`src/rtl/regfile_pkg.sv`:
```
// Shared defaults for the scoreboarded register file.
//   DATA_WIDTH_DEF / ADDR_WIDTH_DEF : default parameter values
//   pend_cnt_w()                    : width of the pending-register count
package regfile_pkg;
   localparam int DATA_WIDTH_DEF = 32;
   localparam int ADDR_WIDTH_DEF = 5;

   // One extra bit so the count can reach 2**addr_w without wrapping.
   function automatic int pend_cnt_w(input int addr_w);
      return addr_w + 1;
   endfunction
endpackage

```
`src/rtl/regfile_popcnt.sv`:
```
// Combinational population count of the pending bitmap.
//   i_vec : bitmap, N bits
//   o_cnt : number of ones in i_vec, CW bits
module regfile_popcnt #(
   parameter int N  = 32,
   parameter int CW = $clog2(N + 1)
) (
   input  logic [N-1:0]  i_vec,
   output logic [CW-1:0] o_cnt
);
   always_comb begin
      o_cnt = '0;
      for (int i = 0; i < N; i++) begin
         o_cnt = o_cnt + CW'(i_vec[i]);
      end
   end
endmodule

```
`src/rtl/regfile_sb.sv`:
```
// Two-write, two-read register file with a pending-producer scoreboard.
//   clk, rst_n          : clock, asynchronous active-low reset
//   rs, rt -> a, b      : combinational read ports
//   busy_a, busy_b      : pending flag for rs / rt
//   we0/wa0/wd0         : write port 0 (ALU writeback)
//   we1/wa1/wd1         : write port 1 (late load return, wins collisions)
//   set_pend, pend_addr : mark a destination register as pending
//   pend_cnt            : registered count of pending registers
module regfile_sb
   import regfile_pkg::*;
#(
   parameter int DATA_WIDTH = DATA_WIDTH_DEF,
   parameter int ADDR_WIDTH = ADDR_WIDTH_DEF,
   parameter int R0_ZERO    = 1,
   parameter int BYPASS     = 1
) (
   input  logic                  clk,
   input  logic                  rst_n,
   input  logic [ADDR_WIDTH-1:0] rs,
   input  logic [ADDR_WIDTH-1:0] rt,
   output logic [DATA_WIDTH-1:0] a,
   output logic [DATA_WIDTH-1:0] b,
   output logic                  busy_a,
   output logic                  busy_b,
   input  logic                  we0,
   input  logic [ADDR_WIDTH-1:0] wa0,
   input  logic [DATA_WIDTH-1:0] wd0,
   input  logic                  we1,
   input  logic [ADDR_WIDTH-1:0] wa1,
   input  logic [DATA_WIDTH-1:0] wd1,
   input  logic                  set_pend,
   input  logic [ADDR_WIDTH-1:0] pend_addr,
   output logic [pend_cnt_w(ADDR_WIDTH)-1:0] pend_cnt
);
   localparam int DEPTH = 2 ** ADDR_WIDTH;
   localparam int CW    = pend_cnt_w(ADDR_WIDTH);

   logic [DATA_WIDTH-1:0] r_mem [DEPTH];
   logic [DEPTH-1:0]      r_pend;
   logic [DEPTH-1:0]      w_pend_nxt;
   logic [CW-1:0]         r_cnt;
   logic [CW-1:0]         w_cnt_nxt;
   logic                  w_wr0;
   logic                  w_wr1;
   logic [ADDR_WIDTH-1:0] w_raddr [2];
   logic [DATA_WIDTH-1:0] w_rdata [2];
   logic                  w_busy  [2];

   // A write to r0 is not a commit when r0 is hardwired.
   assign w_wr0 = we0 && !((R0_ZERO != 0) && (wa0 == '0));
   assign w_wr1 = we1 && !((R0_ZERO != 0) && (wa1 == '0));

   // Port 1 is assigned last so it wins a same-address collision.
   always_ff @(posedge clk or negedge rst_n) begin
      if (!rst_n) begin
         for (int i = 0; i < DEPTH; i++) begin
            r_mem[i] <= '0;
         end
      end else begin
         if (w_wr0) r_mem[wa0] <= wd0;
         if (w_wr1) r_mem[wa1] <= wd1;
      end
   end

   // Set is applied after the clears so it wins on the same address.
   always_comb begin
      w_pend_nxt = r_pend;
      if (w_wr0)    w_pend_nxt[wa0]       = 1'b0;
      if (w_wr1)    w_pend_nxt[wa1]       = 1'b0;
      if (set_pend) w_pend_nxt[pend_addr] = 1'b1;
      if (R0_ZERO != 0) w_pend_nxt[0]     = 1'b0;
   end

   regfile_popcnt #(
      .N  (DEPTH),
      .CW (CW)
   ) u_popcnt (
      .i_vec (w_pend_nxt),
      .o_cnt (w_cnt_nxt)
   );

   always_ff @(posedge clk or negedge rst_n) begin
      if (!rst_n) begin
         r_pend <= '0;
         r_cnt  <= '0;
      end else begin
         r_pend <= w_pend_nxt;
         r_cnt  <= w_cnt_nxt;
      end
   end

   assign w_raddr[0] = rs;
   assign w_raddr[1] = rt;

   // Forwarding order: array, then port 0, then port 1; the r0 rule and
   // reset override everything so a held write cannot leak through.
   always_comb begin
      for (int p = 0; p < 2; p++) begin
         w_rdata[p] = r_mem[w_raddr[p]];
         w_busy[p]  = r_pend[w_raddr[p]];
         if (BYPASS != 0) begin
            if (we0 && (wa0 == w_raddr[p])) w_rdata[p] = wd0;
            if (we1 && (wa1 == w_raddr[p])) w_rdata[p] = wd1;
            if (((w_wr0 && (wa0 == w_raddr[p])) || (w_wr1 && (wa1 == w_raddr[p])))
                && !(set_pend && (pend_addr == w_raddr[p])))
               w_busy[p] = 1'b0;
         end
         if ((R0_ZERO != 0) && (w_raddr[p] == '0)) w_rdata[p] = '0;
         if (!rst_n) begin
            w_rdata[p] = '0;
            w_busy[p]  = 1'b0;
         end
      end
   end

   assign a        = w_rdata[0];
   assign b        = w_rdata[1];
   assign busy_a   = w_busy[0];
   assign busy_b   = w_busy[1];
   assign pend_cnt = r_cnt;
endmodule
```
`config.mk`:
```
export PLATFORM = sky130hd
export DESIGN_NAME = regfile_sb
export DESIGN_NICKNAME = d
export VERILOG_FILES = /design/src/rtl/regfile_pkg.sv /design/src/rtl/regfile_popcnt.sv /design/src/rtl/regfile_sb.sv
export SDC_FILE = /design/constraint.sdc
export NUM_CORES = 2
export LEC_CHECK = 0
export CAP_MARGIN = 20
export CORE_MARGIN = 2
export CORE_UTILIZATION = 50
export DETAILED_ROUTE_END_ITERATION = 6
export PLACE_DENSITY = 0.68
export SETUP_SLACK_MARGIN = 0.4
export SLEW_MARGIN = 25
export SYNTH_ARGS = -nofsm -noshare
export SYNTH_HDL_FRONTEND = slang
export SYNTH_SLANG_ARGS = --single-unit
```
`constraint.sdc`:
```
create_clock -name clk -period 5.4 [get_ports clk]
set_input_delay 1.08 -clock clk [delete_from_list [all_inputs] [get_ports clk]]
set_output_delay 1.08 -clock clk [all_outputs]
set_load 0.02 [all_outputs]
```
; ---- After elaboration in Yosys (flattened, before gate mapping)
; Cells that the tools add are included.
[word_totals]
regBits = 1061
elab_cells = 161
input_bits = 94
output_inout_bits = 72
[classes]
n_eq_ne = 6
order_cmp = 14
n_mux = 39
add_sub_neg = 30
n_bitwise = 9
n_reduce_logical = 29
[ops]
columns = cell, count
row1 = $bwmux W1024, 2
row2 = $mux W1024, 2
row3 = $mux W32, 17
row4 = $bmux W32 S5, 2
row5 = $demux W32 S5, 2
row6 = $add A6 B1 Y6, 29
row7 = $and A32 B32 Y32, 2
row8 = $not A32 Y32, 2
row9 = $or A32 B32 Y32, 1
row10 = $eq A5 B5 Y1, 6
row11 = $lt A5 B6 Y1 const B, 5
row12 = $ge A6 B6 Y1 const B, 4
row13 = $not A5 Y6, 4
row14 = $logic_not A5 Y1, 4
row15 = $logic_and A1 B1 Y1, 19
row16 = $demux W1 S5, 3
row17 = $ge A5 B1 Y1 const B, 3
row18 = $lt A6 B1 Y1 const B, 2
row19 = $bmux W1 S5, 2
row20 = $mux W1, 9
row21 = $logic_not A1 Y1, 4
row22 = $add A1 B1 Y2, 1
row23 = $logic_or A1 B1 Y1, 2

; ---- Logic depth before layout (Yosys ltp)
[logic_depth]
word_depth = 41
ltp_mapped = 24
mapped_depth_nobuf = 22

; ---- Cells and area by module
; From an unflattened synthesis, not the netlist that was laid out.
[hier_totals]
hier_cells = 7098
area_unflattened_um2 = 68403.1
[modules_own_cells]
columns = module, seq_area_each_um2, cells_each, n_inst, area_per_inst_um2
row1 = regfile_sb, 26550.5, 7002, 1, 67497.2
row2 = regfile_popcnt, 0.0, 96, 1, 905.9

; ---- Worst setup path after synthesis
; Ideal clock, no wire load.
[synth_timing]
path_type = input to register
start = in wa0[2]
end = reg r_cnt[4], in the netlist pend_cnt[4]
required_time_ns = 5.277
t_arrival_ns = 6.586
setup_slack_ns = -1.309
setup_ns = 0.123
path_buffers = 2
stages = 22
cell_sequence = buf_2 > or3_1 > nor2_1 > nand2_1 > buf_2 > a32o_1 > ha_1 > fa_1 > fa_1 > fa_1 > fa_1 > inv_1 > fa_1 > fa_1 > inv_1 > ha_1 > inv_1 > fa_1 > inv_1 > a21o_1 > a21oi_1 > xnor2_1
[synth_via]
elab_chain_len = 41
word_cells_on_any_way = 45
classes_between = add/sub: 30 / order compare: 2 / mux: 5 / bitwise: 4 / reduce/logical: 4
[synth_rtl]
columns = element, line
row1 = from (decl), regfile_sb.sv:26  ; input logic [ADDR_WIDTH-1:0] wa0,
row2 = $lt A5 B6 Y1 (implied by the code) or $ge A5 B1 Y1 (tied branches), regfile_sb.sv:68  ; if (w_wr0) w_pend_nxt[wa0] = 1'b0;
row3 = $logic_and A1 B1 Y1 (implied by the code), regfile_sb.sv:68
row4 = $mux W1 (implied by the code), regfile_sb.sv:68
row5 = $demux W1 S5, regfile_sb.sv:68
row6 = $not A32 Y32 (no source line), -
row7 = $and A32 B32 Y32 (no source line), -
row8 = $mux W32 *, regfile_sb.sv:68
row9 = $and A32 B32 Y32 (no source line), -
row10 = $mux W32 *, regfile_sb.sv:69  ; if (w_wr1) w_pend_nxt[wa1] = 1'b0;
row11 = $or A32 B32 Y32 (no source line), -
row12 = $mux W32 *, regfile_sb.sv:70  ; if (set_pend) w_pend_nxt[pend_addr] = 1'b1;
row13 = net u_popcnt.i_vec[2], regfile_popcnt.sv:8  ; input logic [N-1:0] i_vec,
row14 = $add A1 B1 Y2 *, regfile_popcnt.sv:14  ; o_cnt = o_cnt + CW'(i_vec[i]);
row15 = $add A6 B1 Y6 * (29 in a row), regfile_popcnt.sv:14
row16 = net u_popcnt.o_cnt[4], regfile_popcnt.sv:9  ; output logic [CW-1:0] o_cnt
row17 = to (signal assigned), regfile_sb.sv:88  ; r_cnt <= w_cnt_nxt;
row18 = to (decl), regfile_sb.sv:41  ; logic [CW-1:0] r_cnt;
; The timed path passes the listed nets; every way through them passes the cells marked *.

; ---- Worst setup path in the final report
; Ends and elaborated chain as after synthesis.

==> metrics <==
core area=0.133 sq mm; Cell variety after synth=68; Crit path buffers/inverters=5; CTS Buf Count=117; Max VDD drop=0.000720 V; dpl hpwl=168000 um; worst setup margin=-0.137 ns; # DRC=17; Avg Cell Area, Syn=10.5 sq um; WL final=292000 um; area of the die=0.136 sq mm; data arrival time of the worst path=6.16 ns; syn_nets=6478; Die W=369 um; Synth Register Bits=1061; most used cell, CP=fa_1; TritonCTS clock tree=built; FP Rows=134; EDFF count, synth=0; synthesized area=0.0668 sq mm; Gate Count Post-Synth=6352; vias in the first global route=56500; fin crit share=1.03; most frequent cell after synthesis=dfrtp_1; Worst-Margin Slew=1.20 ns; Worst slew margin=0.199; RSZ-0062 raised after global routing=yes; starting density of the core=0.502; clock sinks=1061; Critical Path RT=6.02 ns; Post-synth ARST share=1.00; Synth area leaders=dfrtp_1, mux4_2, mux2i_1; Tightest Hold Check Type=reg2reg; nets=6420; Seq/Total Area, Yosys=0.398; PwrDens=403 mW/mm^2; Lkg Pwr=32.5 nW; post-route ant nets=0; cell taking the most area after synthesis=dfrtp_1; violated checks=design-rule violations, negative setup slack; min cycle time layout=5.54 ns; Worst-Skew Late Latency=0.75 ns; root buf cell=clkbuf_16; DR vias=58900; slowest cell delay on critical path=0.52 ns; initial drt markers=10200; Hold Vio Cnt, Final=0; Pins Over Slew Limit=0; total power=30.9 mW; fmax=181 MHz; initial antenna violation count=24; port bufs=165; Longest Clk Path Bufs=3; largest net degree at the start of global routing=172; crit path max-delay cell type=fa_1; Crit Path Class=in2reg; GR Overflow Total=0; Routed WL per cell=35.8 um; drt via density=7.21; # Max-Cap Violations=0; GR Util All Layers=0.424; filler instances=11000; gpl congestion=0.944; ys flop type=dfrtp_1; final hold slack=0.399 ns; clk_skew=0.0128 ns; area grow syn2layout=14.8%; Ports=166; Crit path max-delay family=adder cells; Startpoint Class=input port; layout cells sized above 1=0.224; status=finished, violations left; CTS H-Tree Depth=3; Die Y=369 um; area share of the largest cell type after synthesis=0.398; DRT Pass-1 Iters=7; top cells by count, synth=dfrtp_1, mux2i_1, nand2_1; critical path peak fanout=3; final-report setup violation count=4; Worst-path clk slew=0.06 ns; first-pass GRT wire length=413000 um; CP Capture Type=register; total number of yosys warnings=0; Critical Path, Cell by Cell=buf_6, or3_4, nor2_4, nand2_2, a32o_2, ha_4, fa_1, fa_1, fa_1, fa_1, inv_2, fa_1, fa_1, inv_2, ha_4, inv_2, fa_2, inv_2, a21o_1, a21oi_2, xnor2_1
-- flip-flops by register name (all words and copies together) (netlist names) --
register,cells
pend_cnt,6
r_mem,1024
r_pend,31
-- where the power goes --
part | internal [mW] | leakage [nW] | switching, mW
Clock | 5.15 | 2.04 | 3.66
Combinational | 5.51 | 17.5 | 4.85
Sequential | 10.1 | 13.0 | 1.65
Total | 20.7 | 32.5 | 10.2
-- through the flow --
stage               utilization  TNS, ns  std cells  cell area [sq um]  setup slack (ns)
floorplan                     -    -5.13       6352              66800             -1.06
global placement          0.540    -7.10       7914              71700             -1.39
detailed placement        0.540    -7.24       7914              71700             -1.42
CTS                       0.574    -1.43       8147              76300            -0.361
global route              0.576    -1.09       8164              76600            -0.289
finish                    0.576   -0.363       8180              76600            -0.137
-- kinds of logic (layout without fill, tap and decap cells) --
family          count (synthesis)  in the layout  synth area share
compound gates               1557           1557             0.139
simple gates                 1420           1420            0.0881
mux                          1384           1384             0.306
flops                        1061           1061             0.398
buf+inv                       865            905            0.0567
xor+xnor                       33             33           0.00433
fa+ha+maj                      32             32           0.00858
other cells                     0             20                 0
-- cell type report --
| class | instances | area (sq um) | share of cell area |
|---|---|---|---|
| clock inverters | 50 | 664 | 0.00867 |
| repair buffers | 646 | 6240 | 0.0815 |
| inverters | 42 | 158 | 0.00206 |
| flip-flops and latches | 1061 | 26600 | 0.347 |
| diodes | 20 | 50.0 | 0.000653 |
| multi-input cells | 4426 | 37200 | 0.486 |
| clock buffers | 167 | 3520 | 0.0459 |
| well taps | 1768 | 2210 | 0.0289 |
-- worst paths after layout --
path,from,to,slack [ns],cells past startpoint
min reg2reg,r_mem[1012]$_DFF_PN0_,r_mem[1012]$_DFF_PN0_,0.40,0
max in group asynchronous,rst_n,r_mem[627]$_DFF_PN0_,2.56,4
min,r_mem[1012]$_DFF_PN0_,r_mem[1012]$_DFF_PN0_,0.40,0
max reg2reg,r_pend[1]$_DFF_PN0_,pend_cnt[4]$_DFF_PN0_,0.42,17
max,wa0[2],pend_cnt[4]$_DFF_PN0_,-0.14,21
min in group asynchronous,rst_n,r_mem[236]$_DFF_PN0_,0.48,2
-- cell usage in the layout, fill, tap and decap left out, types with 11 or more instances in the layout --
cell type	instances
buf_12	73
a22oi_1	107
a21oi_1	521
buf_4	412
diode_2	20
bufinv_16	13
nor4_1	23
mux2i_1	846
and2_1	29
mux4_2	524
clkinv_2	18
nand2_1	637
inv_1	33
nand2_4	25
nor4_2	14
clkbuf_8	32
a32o_1	12
clkbuf_1	14
a32oi_1	141
o22ai_1	136
buf_6	16
mux2_2	14
nor2_1	541
nor3_1	16
a221o_1	30
dlygate4sd2_1	28
xor2_1	21
nor2_4	36
clkbuf_16	121
dfrtp_1	1061
xnor2_1	11
fa_1	22
a31oi_1	19
o21ai_0	509
a221oi_1	27
clkdlybuf4s50_1	91
nand2_2	12
-- repair_timing --
| item | 4_1_cts | 5_1_grt |
|---|---|---|
| gates resized for setup | 122 | 43 |
| setup buffers | 13 | 9 |
| gates cloned | 3 | 0 |
| hold buffers | 0 | 0 |
| endpoints found under the setup margin | 56 | 38 |
| pin swaps | 24 | 21 |
-- routing by layer --
| layer | track usage | part of all wire |
|---|---|---|
| met1 | 0.546 | 0.35 |
| met3 | 0.192 | 0.17 |
| met4 | 0.282 | 0.078 |
| met2 | 0.569 | 0.40 |
| met5 | 0.0142 | 0.00054 |
No activity file was read; power rests on OpenSTA's default activity.
